`src/rtl/fm_demod_pkg.sv`:
```
// Shared constants for the FM distance receiver: FSM state encoding and default
// conversion/timing parameters.
package fm_demod_pkg;

    typedef logic [0:0] fm_state_t;

    localparam fm_state_t StIdle    = 1'b0;
    localparam fm_state_t StMeasure = 1'b1;

    localparam int unsigned DefTimeoutCycles = 2048;
    localparam int unsigned DefMinPeriod     = 120;
    localparam int unsigned DefCntMinDist    = 11034;
    localparam int unsigned DefScaleQ8       = 720;
    localparam int unsigned DefMaxDist       = 2000;

endpackage

```
`src/rtl/edge_sync.sv`:
```
// Two-flop synchronizer for an asynchronous input followed by a registered
// rising-edge detector producing a one-cycle pulse.
module edge_sync
    import fm_demod_pkg::*;
(
    input  logic clk,
    input  logic reset_n,
    input  logic d,
    output logic rise
);

    logic sync1_q;
    logic sync2_q;
    logic prev_q;
    logic rise_q;

    always_ff @(posedge clk or negedge reset_n) begin
        if (!reset_n) begin
            sync1_q <= 1'b0;
            sync2_q <= 1'b0;
            prev_q  <= 1'b0;
            rise_q  <= 1'b0;
        end else begin
            sync1_q <= d;
            sync2_q <= sync1_q;
            prev_q  <= sync2_q;
            rise_q  <= sync2_q & ~prev_q;
        end
    end

    assign rise = rise_q;

endmodule

```
`src/rtl/fm_demod.sv`:
```
// FM carrier period demodulator: accumulates 2^N_PERIODS_LOG2 carrier periods and
// converts the total into a clamped distance. Optional FM_DEMOD_GLITCH_FILTER_EN.
module fm_demod
    import fm_demod_pkg::*;
#(
    parameter int unsigned WIDTH          = 13,
    parameter int unsigned N_PERIODS_LOG2 = 6,
    parameter int unsigned ACC_WIDTH      = 20,
    parameter int unsigned TIMEOUT_CYCLES = DefTimeoutCycles,
    parameter int unsigned MIN_PERIOD     = DefMinPeriod,
    parameter int unsigned CNT_MIN_DIST   = DefCntMinDist,
    parameter int unsigned SCALE_Q8       = DefScaleQ8,
    parameter int unsigned MAX_DIST       = DefMaxDist
) (
    input  logic             clk,
    input  logic             reset_n,
    input  logic             enable,
    input  logic             fm_in,
    output logic [WIDTH-1:0] distance,
    output logic             valid,
    output logic             lock,
    output logic             timeout
);

    localparam int unsigned PcntW = $clog2(TIMEOUT_CYCLES);
    localparam int unsigned ProdW = ACC_WIDTH + 16;

    localparam logic [PcntW-1:0]     PcntLast = PcntW'(TIMEOUT_CYCLES - 1);
    localparam logic [PcntW-1:0]     PcntOne  = PcntW'(1);
    localparam logic [N_PERIODS_LOG2-1:0] IdxOne = N_PERIODS_LOG2'(1);
    localparam logic [ACC_WIDTH-1:0] CntMin   = ACC_WIDTH'(CNT_MIN_DIST);
    localparam logic [ProdW-1:0]     ScaleW   = ProdW'(SCALE_Q8);
    localparam logic [ProdW-1:0]     MaxDistW = ProdW'(MAX_DIST);
    localparam logic [WIDTH-1:0]     MaxDistO = WIDTH'(MAX_DIST);

`ifdef FM_DEMOD_GLITCH_FILTER_EN
    localparam logic GlitchEn = 1'b1;
`else
    localparam logic GlitchEn = 1'b0;
`endif

    logic edge_pulse;

    edge_sync u_edge_sync (
        .clk     (clk),
        .reset_n (reset_n),
        .d       (fm_in),
        .rise    (edge_pulse)
    );

    fm_state_t                 state_q, state_d;
    logic [PcntW-1:0]          pcnt_q, pcnt_d;
    logic [ACC_WIDTH-1:0]      acc_q, acc_d;
    logic [N_PERIODS_LOG2-1:0] idx_q, idx_d;

    logic                      s1_valid_q;
    logic [ACC_WIDTH-1:0]      s1_diff_q;
    logic                      valid_q;
    logic [WIDTH-1:0]          distance_q;
    logic                      lock_q;

    logic                      accept;
    logic                      win_done;
    logic                      timeout_c;
    logic [31:0]               period_len;
    logic [ACC_WIDTH:0]        acc_sum_wide;
    logic [ACC_WIDTH-1:0]      acc_sum;
    logic [ACC_WIDTH-1:0]      diff;
    logic [ProdW-1:0]          scaled;
    logic [WIDTH-1:0]          clamped;

    assign period_len = 32'(pcnt_q) + 32'd1;

    // Short periods only exist as comparator chatter; they are dropped without
    // disturbing the running period count.
    assign accept = edge_pulse & (~GlitchEn | (period_len >= MIN_PERIOD));

    assign acc_sum_wide = {1'b0, acc_q} + (ACC_WIDTH + 1)'(pcnt_q) + (ACC_WIDTH + 1)'(1);
    assign acc_sum      = acc_sum_wide[ACC_WIDTH] ? '1 : acc_sum_wide[ACC_WIDTH-1:0];

    always_comb begin
        state_d   = state_q;
        pcnt_d    = pcnt_q;
        acc_d     = acc_q;
        idx_d     = idx_q;
        win_done  = 1'b0;
        timeout_c = 1'b0;

        if (!enable) begin
            state_d = StIdle;
            pcnt_d  = '0;
            acc_d   = '0;
            idx_d   = '0;
        end else begin
            case (state_q)
                StIdle: begin
                    pcnt_d = '0;
                    acc_d  = '0;
                    idx_d  = '0;
                    if (edge_pulse) begin
                        state_d = StMeasure;
                    end
                end
                StMeasure: begin
                    if (accept) begin
                        pcnt_d = '0;
                        idx_d  = idx_q + IdxOne;
                        if (idx_q == '1) begin
                            // Closing edge also opens the next window.
                            win_done = 1'b1;
                            acc_d    = '0;
                        end else begin
                            acc_d = acc_sum;
                        end
                    end else if (pcnt_q == PcntLast) begin
                        timeout_c = 1'b1;
                        state_d   = StIdle;
                        pcnt_d    = '0;
                        acc_d     = '0;
                        idx_d     = '0;
                    end else begin
                        pcnt_d = pcnt_q + PcntOne;
                    end
                end
                default: begin
                    state_d = StIdle;
                end
            endcase
        end
    end

    always_ff @(posedge clk or negedge reset_n) begin
        if (!reset_n) begin
            state_q <= StIdle;
            pcnt_q  <= '0;
            acc_q   <= '0;
            idx_q   <= '0;
        end else begin
            state_q <= state_d;
            pcnt_q  <= pcnt_d;
            acc_q   <= acc_d;
            idx_q   <= idx_d;
        end
    end

    assign diff    = (acc_sum >= CntMin) ? '0 : (CntMin - acc_sum);
    assign scaled  = (ProdW'(s1_diff_q) * ScaleW) >> 8;
    assign clamped = (scaled > MaxDistW) ? MaxDistO : scaled[WIDTH-1:0];

    always_ff @(posedge clk or negedge reset_n) begin
        if (!reset_n) begin
            s1_valid_q <= 1'b0;
            s1_diff_q  <= '0;
            valid_q    <= 1'b0;
            distance_q <= '0;
            lock_q     <= 1'b0;
        end else if (!enable) begin
            s1_valid_q <= 1'b0;
            valid_q    <= 1'b0;
            lock_q     <= 1'b0;
        end else begin
            s1_valid_q <= win_done;
            if (win_done) begin
                s1_diff_q <= diff;
            end
            valid_q <= s1_valid_q;
            if (s1_valid_q) begin
                distance_q <= clamped;
            end
            if (timeout_c) begin
                lock_q <= 1'b0;
            end else if (s1_valid_q) begin
                lock_q <= 1'b1;
            end
        end
    end

    assign distance = distance_q;
    assign valid    = valid_q;
    assign lock     = lock_q;
    assign timeout  = timeout_c;

endmodule

```
`config.mk`:
```
export PLATFORM = sky130hd
export DESIGN_NAME = fm_demod
export DESIGN_NICKNAME = d
export VERILOG_FILES = /design/src/rtl/fm_demod_pkg.sv /design/src/rtl/edge_sync.sv /design/src/rtl/fm_demod.sv
export SDC_FILE = /design/constraint.sdc
export NUM_CORES = 1
export LEC_CHECK = 0
export CAP_MARGIN = 10
export CORE_AREA = 2 2 106 108
export CTS_BUF_LIST = sky130_fd_sc_hd__clkbuf_16
export CTS_CLUSTER_DIAMETER = 80
export CTS_CLUSTER_SIZE = 28
export DETAILED_ROUTE_END_ITERATION = 10
export DIE_AREA = 0 0 108 110
export HOLD_SLACK_MARGIN = 0.08
export PLACE_DENSITY = 0.8
export SLEW_MARGIN = 5
export SYNTH_ARGS = -nofsm -noshare
export SYNTH_HDL_FRONTEND = slang
export SYNTH_SLANG_ARGS = --single-unit
export TNS_END_PERCENT = 30
```
`constraint.sdc`:
```
create_clock -name clk -period 4.75 [get_ports clk]
set_input_delay 0.95 -clock clk [delete_from_list [all_inputs] [get_ports clk]]
set_output_delay 0.95 -clock clk [all_outputs]
set_load 0.1 [all_outputs]
```
==> results of run 1 <==
[repair_timing]
action / in CTS / in global routing
setup endpoints to repair: 0 / 11
resized for setup: 0 / 5
setup buffers: 0 / 0
[per-stage QoR]
stage	total power [mW]	hold WS (ns)
floorplan	0.695	0.331
global placement	0.715	0.332
detailed placement	0.717	0.342
CTS	1.39	0.358
global route	1.42	0.364
finish	1.38	0.357
[flip-flops by register name, indices dropped and copies added (netlist names), 6 cells and up]
register   flops
idx_q          6
pcnt_q        11
distance      13
s1_diff_q     20
acc_q         20
[report_power, final]
part / leakage, nW / internal (mW) / switching, mW
registers: 1.08 / 0.667 / 0.00232
clock network: 0.133 / 0.365 / 0.308
logic: 2.34 / 0.00846 / 0.0258
[layer usage]
| metal | part of all wire | wire length, um |
|---|---|---|
| met4 | 0.028 | 410 |
| met1 | 0.43 | 6320 |
| met5 | 0 | 0 |
| met2 | 0.50 | 7410 |
| met3 | 0.040 | 584 |
[cells in the mapped netlist (all sizes together) (3+ instances only)]
cell type  count
o31ai          3
clkbuf        17
o311ai         3
nor3           7
a21boi         4
and2          16
a31oi         12
a21oi         40
nor4           4
o21a           7
nand3         23
o211ai         7
xor2          22
a221o          3
o22ai          3
a211oi         5
xnor2         33
a21o          14
inv           91
nand2b         6
fa            30
mux2i          3
a31o           4
nand4          8
or3            4
o21bai         5
and3          10
o21ai         61
ha            67
nor2b          8
nor2          50
nand2         69
a22o           8
dfrtp         78
[final timing paths]
kind	slack (ns)	from	cells after the start	end
hold reg to reg	0.36	u_edge_sync.sync1_q	0	u_edge_sync.sync2_q
setup / recovery	0.18	s1_diff_q[7]	15	distance[3]
min in group asynchronous	0.57	reset_n	1	distance[5]
max in group asynchronous	3.28	reset_n	2	s1_diff_q[8]
setup reg to reg	0.18	s1_diff_q[7]	15	distance[3]
hold / removal	0.36	u_edge_sync.sync1_q	0	u_edge_sync.sync2_q
[cell type report]
class                   count  area [um^2]  share of cell area
well taps                 140          175              0.0240
multi-input cells         562         4270               0.586
inverters                  92          345              0.0474
flip-flops and latches     78         1950               0.268
clock buffers               9          225              0.0309
clock inverters             7         62.6             0.00859
repair buffers             28          253              0.0347
[cell families after synthesis]
kind of cell / synth area share
mux: 0.00793
buf+inv: 0.0635
flops: 0.295
compound gates: 0.191
fa+ha+maj: 0.217
simple gates: 0.153
xor+xnor: 0.0727
[critical path, cell delays in order, from the launching register on]
cell	delay [ns]
dfrtp_1	0.41
ha_1	0.38
fa_1	0.55
inv_1	0.05
fa_1	0.50
inv_1	0.04
ha_1	0.24
a2111oi_0	0.47
o21ai_1	0.19
buf_4	0.18
a221o_1	0.36
a21oi_1	0.20
xnor2_1	0.08
nor4_1	0.36
o211a_4	0.30
a32o_1	0.18
==> results.yml, run 1 <==
setup_path:
  critPathLaunchType: "flop"
  crit_path_max_fanout: 11
  critical_path_class: "reg -> reg"
  crit_path_end_kind: "flop"
  cp_data_arrival_time_ns: 4.85
  critPathRequiredTime_ns: 5.03
floorplanning:
  fp.dieArea_um2: 11900
  initial_core_util: 0.619
  die_h_um: 110
  fp-row-count: 38
  top_level_ports: 20
  core-area_um2: 10700
  die_w_um: 108
global_route:
  grt.total_usage: 0.260
  grt_busiest_layer: "met2"
  antenna_found_initial: 0
  grt_max_degree: 43
  use_met1: 0.319
  grt_pass1_vias: 5235
  globalRouteOverflowTotal: 0
  grt_pass1_wl_um: 24300
  grt_use_met2: 0.460
  use_met3: 0.0447
logic_synthesis:
  syn_area_per_cell_um2: 8.83
  ys_top_cells_by_area: "dfrtp_1 (29%), ha_1 (13%), fa_1 (9.1%)"
  syn-cell-area_um2: 6620
  yosysSeqAreaShare: 0.295
  synth_top_area_share: 0.295
  yosysWarningCount: 0
  synth-edff-count: 0
  synth_area_leader_cell: "dfrtp_1"
  async_flop_share: 1.00
  synth.distinct_cells: 60
  ys.flop_type: "dfrtp_1"
  synthesis.nets: 851
  syn_inst: 750
  synth-seq-cells: 78
final_layout:
  fillerInstances: 878
  final_area_um2: 7280
  final_util: 0.681
  layout-drive-gt1-share: 0.0593
  fin_cells: 916
  final_common_cell: "inv_1"
  antenna_cells: 0
  area_growth_pct: 9.97
  layout_common_cells: "inv_1 (91), dfrtp_1 (78), nand2_1 (69)"
  nNetsFinal: 872
power_and_ir_drop:
  cellPowerDensity_nw_per_um2: 189
  ir_drop_uv: 171
  p_leak_nw: 3.55
timing:
  tightest_slew_ns: 1.02
  setup_tns_ns: 0
  layout_setup_ws_ns: 0.178
  clock_skew_ns: 0.0105
  hold_viol: 0
  max-slew-margin-rel: 0.315
  drv_slew: 0
  fmax_mhz: 219
  min_period_over_period: 0.963
  grt_setup_unrepaired: "false"
  fin_crit_ns: 4.57
  setup_viol: 0
placed_design:
  hpwlAfterDp_um: 11300
  gp_congestion: 0.952
  port-buffer-count: 19
  post-place-ws_ns: 0.112
  post_dp_cell_area_um2: 6980
  post-place-cells: 900
cts:
  cts.sinks: 78
  cts.clk_slew.worst_paths_ns: 0.07
  clk_path_buf_depth: 2
  cts_htree_levels: 3
  hold_buffers: 0
  cts_made_buffers: 9
  root_buffer: "clkbuf_16"
  clock_latency_ns: 0.35
  cts_tree: "yes"
route:
  wl_per_cell_um: 16.1
  drtIter0Drc: 431
  final_antenna_net_count: 0
  wirelength_um: 14700
  routed_via_density: 5.85
  drc: 0
  num_vias: 5355
  drtPass1Iterations: 5
flow_run:
  timing.max_cap.violations: 0
min_path:
  hp-class: "reg -> reg"
run_status:
  outcome: "complete, no violations"
No activity file was read; power rests on OpenSTA's default activity.
==> run 2, diff against run 1 <==
CORE_AREA = 2 2 113 115   (was 2 2 106 108)
DIE_AREA = 0 0 115 117   (was 0 0 108 110)
PLACE_DENSITY = 0.72   (was 0.8)
==> results.yml, run 2 (synthesized netlist as in run 1, its figures left out) <==
run_status:
  outcome: "complete, no violations"
setup_path:
  worstReg2RegStart: "s1_diff_q[4]"
  critical_path_class: "reg -> reg"
  max_stage_delay_ns: 0.55
  reg2reg_to: "distance[5]"
  rrSetupSlack_ns: 0.14
  crit_path_end_kind: "flop"
  crit_family: "adder cells"
  crit_path_max_fanout: 6
  critPathLaunchType: "flop"
  cpMaxStageDelayCell: "fa_1"
  path_cells: "ha_1 -> fa_1 -> inv_1 -> fa_1 -> inv_1 -> ha_1 -> nor2b_1 -> o31ai_2 -> a21oi_1 -> o31ai_1 -> o21ai_0 -> xnor2_1 -> nor4_2 -> o211a_2 -> a32o_1"
  critPathRequiredTime_ns: 5.03
  cp.buffers_inverters: 2
  cp_data_arrival_time_ns: 4.89
  r2r_cells: 15
  setup.worst_path.start: "s1_diff_q[4]"
cts:
  cts_htree_levels: 3
  clk_path_buf_depth: 2
  root_buffer: "clkbuf_16"
  cts.clk_slew.worst_paths_ns: 0.06
  cts.sinks: 78
  cts_tree: "yes"
  clock_latency_ns: 0.35
  cts_made_buffers: 9
timing:
  tightest_slew_ns: 1.05
  min_period_over_period: 0.970
  hold_viol: 0
  max-slew-margin-rel: 0.296
  clock_skew_ns: 0.0123
  setup_viol: 0
  layout_setup_ws_ns: 0.141
  fin_crit_ns: 4.61
  drv_slew: 0
  fmax_mhz: 217
min_path:
  hp-class: "reg -> reg"
  hold_end: "u_edge_sync.sync2_q"
  holdCritStartpoint: "u_edge_sync.sync1_q"
  worst_hold_path.num_cells: 0
final_layout:
  area_growth_pct: 10.7
  final_common_cell: "inv_1"
  layout_common_cells: "inv_1 (91), dfrtp_1 (78), nand2_1 (69)"
  nNetsFinal: 873
  fillerInstances: 1048
  antenna_cells: 0
  layout-drive-gt1-share: 0.0618
  final_area_um2: 7330
floorplanning:
  top_level_ports: 20
  core-area_um2: 12300
  initial_core_util: 0.538
  die_w_um: 115
  die_h_um: 117
  fp-row-count: 41
  fp.dieArea_um2: 13500
global_route:
  antenna_found_initial: 0
  grt_pass1_wl_um: 24900
  grt_pass1_vias: 5353
  grt_max_degree: 79
  grt.total_usage: 0.232
  globalRouteOverflowTotal: 0
route:
  drtPass1Iterations: 5
  routed_via_density: 5.80
  drc: 0
  wirelength_um: 14900
  num_vias: 5381
  final_antenna_net_count: 0
  drtIter0Drc: 313
  wl_per_cell_um: 16.1
power_and_ir_drop:
  p_leak_nw: 3.57
  cellPowerDensity_nw_per_um2: 194
  ir_drop_uv: 284
placed_design:
  port-buffer-count: 19
  post-place-ws_ns: 0.148
  hpwlAfterDp_um: 11400
  post_dp_cell_area_um2: 6990
  gp_congestion: 0.920
flow_run:
  timing.max_cap.violations: 0
[run 2: worst max-delay path by stage]
stage / to / cells past startpoint
CTS: distance[5] / 16
global placement: distance[3] / 17
global route: distance[5] / 15
finish: distance[5] / 15
floorplan: distance[5] / 16
detailed placement: distance[5] / 15
[run 2: layout make-up]
class | count | area [um^2] | area share
multi-input combinational | 563 | 4290 | 0.585
sequential | 78 | 1950 | 0.266
inverter | 92 | 345 | 0.0471
timing repair buffer | 28 | 253 | 0.0345
clock buffer | 9 | 225 | 0.0307
tap | 150 | 188 | 0.0256
clock inverter | 7 | 80.1 | 0.0109
[run 2: layer usage]
metal  global-route usage  part of all wire
met5                    0                 0
met4               0.0948             0.039
met3               0.0417             0.035
met2                0.407              0.50
met1                0.285              0.43
[run 2: where the power goes]
group	switching, mW	internal, mW
Clock	0.303	0.414
Combinational	0.0258	0.00789
Sequential	0.00215	0.667
[run 2: metrics by stage]
step           setup TNS (ns)  std cells  hold slack (ns)  total power [mW]   util
3_3_place_gp                0        910            0.334             0.715  0.568
5_1_grt                -0.288        927            0.365              1.46  0.595
4_1_cts                     0        926            0.364              1.43  0.592
3_5_place_dp                0        910            0.350             0.717  0.568
2_1_floorplan               0        750            0.331             0.695      -
6_report                    0        927            0.359              1.42  0.595
[run 2: timing repair]
action,in CTS,in global routing
gates resized for setup,0,7
hold buffers,0,0
endpoints found under the setup margin,0,11
buffers inserted,0,0
==> run 3, diff against run 2 <==
CORE_AREA = 2 2 139 114   (was 2 2 113 115)
DIE_AREA = 0 0 141 116   (was 0 0 115 117)
PLACE_DENSITY = default   (was 0.72)
==> results.yml, run 3 (synthesized netlist as in run 1, its figures left out) <==
timing:
  tightest_slew_ns: 1.10
  fmax_mhz: 223
  max-slew-margin-rel: 0.265
  fin_crit_ns: 4.49
  drv_slew: 0
  clock_skew_ns: 0.00985
  setup_tns_ns: 0
  hold_viol: 0
  setup_viol: 0
  grt_setup_unrepaired: "false"
  layout_setup_ws_ns: 0.258
  min_period_over_period: 0.946
cts:
  cts.sinks: 78
  cts_tree: "yes"
  cts_made_buffers: 9
  cts_htree_levels: 3
  hold_buffers: 0
  cts_setup_buffers: 0
  root_buffer: "clkbuf_16"
  clock_latency_ns: 0.35
  cts.clk_slew.worst_paths_ns: 0.06
  clk_path_buf_depth: 2
  cts_resized: 0
setup_path:
  rrSetupSlack_ns: 0.26
  critical_path_class: "reg -> reg"
  crit_path_end: "distance[5]"
  cpMaxStageDelayCell: "fa_1"
  crit_path_end_kind: "flop"
  crit_family: "adder cells"
  max_stage_delay_ns: 0.55
  worstReg2RegStart: "s1_diff_q[11]"
  cp_data_arrival_time_ns: 4.77
  reg2reg_to: "distance[5]"
  setup.worst_path.start: "s1_diff_q[11]"
  critPathLaunchType: "flop"
  critPathRequiredTime_ns: 5.03
  r2r_cells: 15
  crit_path_max_fanout: 9
  crit_cells: 15
  path_cells: "ha_1 -> inv_1 -> fa_1 -> fa_1 -> inv_1 -> ha_1 -> a21oi_1 -> o21ai_0 -> a41o_1 -> o31ai_2 -> o21ai_0 -> xnor2_1 -> nor4_2 -> o211a_2 -> a32o_1"
  cp.buffers_inverters: 2
run_status:
  outcome: "complete, no violations"
min_path:
  holdCritStartpoint: "u_edge_sync.sync1_q"
  hp-class: "reg -> reg"
final_layout:
  fillerInstances: 1387
  final_common_cell: "inv_1"
  layout-drive-gt1-share: 0.0593
  multiInputGateArea_um2: 4290
  nNetsFinal: 872
  antenna_cells: 0
  ff_latch_area_um2: 1950
  layout_common_cells: "inv_1 (92), dfrtp_1 (78), nand2_1 (69)"
  area_growth_pct: 11.5
placed_design:
  port-buffer-count: 19
  hpwlAfterDp_um: 11400
  gp_congestion: 0.900
  post-place-ws_ns: 0.194
power_and_ir_drop:
  ir_drop_uv: 164
  p_leak_nw: 3.57
  cellPowerDensity_nw_per_um2: 199
global_route:
  globalRouteOverflowTotal: 0
  grt_max_degree: 79
  antenna_found_initial: 0
  grt.total_usage: 0.195
  grt_pass1_wl_um: 25800
  grt_pass1_vias: 5255
floorplanning:
  core-area_um2: 14900
  initial_core_util: 0.446
  die_w_um: 141
  fp-row-count: 40
  die_h_um: 116
  top_level_ports: 20
  fp.dieArea_um2: 16400
route:
  final_antenna_net_count: 0
  routed_via_density: 5.40
  met1_length_um: 7810
  wl_met2_um: 6710
  wirelength_um: 15100
  highest_layer: "met4"
  num_vias: 5211
  wl_met3_um: 395
  wl_per_cell_um: 15.7
  drtIter0Drc: 296
  drc: 0
  drtPass1Iterations: 4
flow_run:
  timing.max_cap.violations: 0
## run 3: area by class of cell
type	count	area share
Multi-Input combinational cell	563	0.580
Sequential cell	78	0.264
Inverter	92	0.0467
Timing Repair Buffer	27	0.0332
Tap cell	189	0.0320
Clock buffer	9	0.0305
Clock inverter	7	0.0130
## run 3: report_power, final
part           total [mW]  leakage, nW  switching, mW  internal [mW]
registers           0.670         1.08        0.00241          0.667
clock network       0.763        0.154          0.301          0.462
logic              0.0348         2.34         0.0269        0.00791
total                1.47         3.57          0.330           1.14
## run 3: worst min-delay path by stage
stage          cells after the start             endpoint  slack [ns]
3_3_place_gp                       0  u_edge_sync.sync2_q        0.35
6_report                           0  u_edge_sync.sync2_q        0.35
2_1_floorplan                      0  u_edge_sync.sync2_q        0.33
5_1_grt                            0  u_edge_sync.sync2_q        0.36
3_5_place_dp                       0  u_edge_sync.sync2_q        0.34
4_1_cts                            0  u_edge_sync.sync2_q        0.36
## run 3: per-stage QoR
stage	instances	hold slack, ns	utilization	cell area [um^2]	power, mW
2_1_floorplan	750	0.331	-	6620	0.695
3_3_place_gp	948	0.346	0.473	7030	0.716
3_5_place_dp	948	0.337	0.473	7030	0.718
4_1_cts	964	0.357	0.495	7350	1.49
5_1_grt	965	0.360	0.497	7390	1.52
6_report	965	0.352	0.497	7390	1.47
## run 3: per-layer routing
| layer | vias up | GRT usage |
|---|---|---|
| li1 | 2637 | - |
| met1 | 2489 | 0.279 |
| met2 | 68 | 0.313 |
| met3 | 17 | 0.0306 |
| met4 | 0 | 0.0507 |
| met5 | - | 0 |
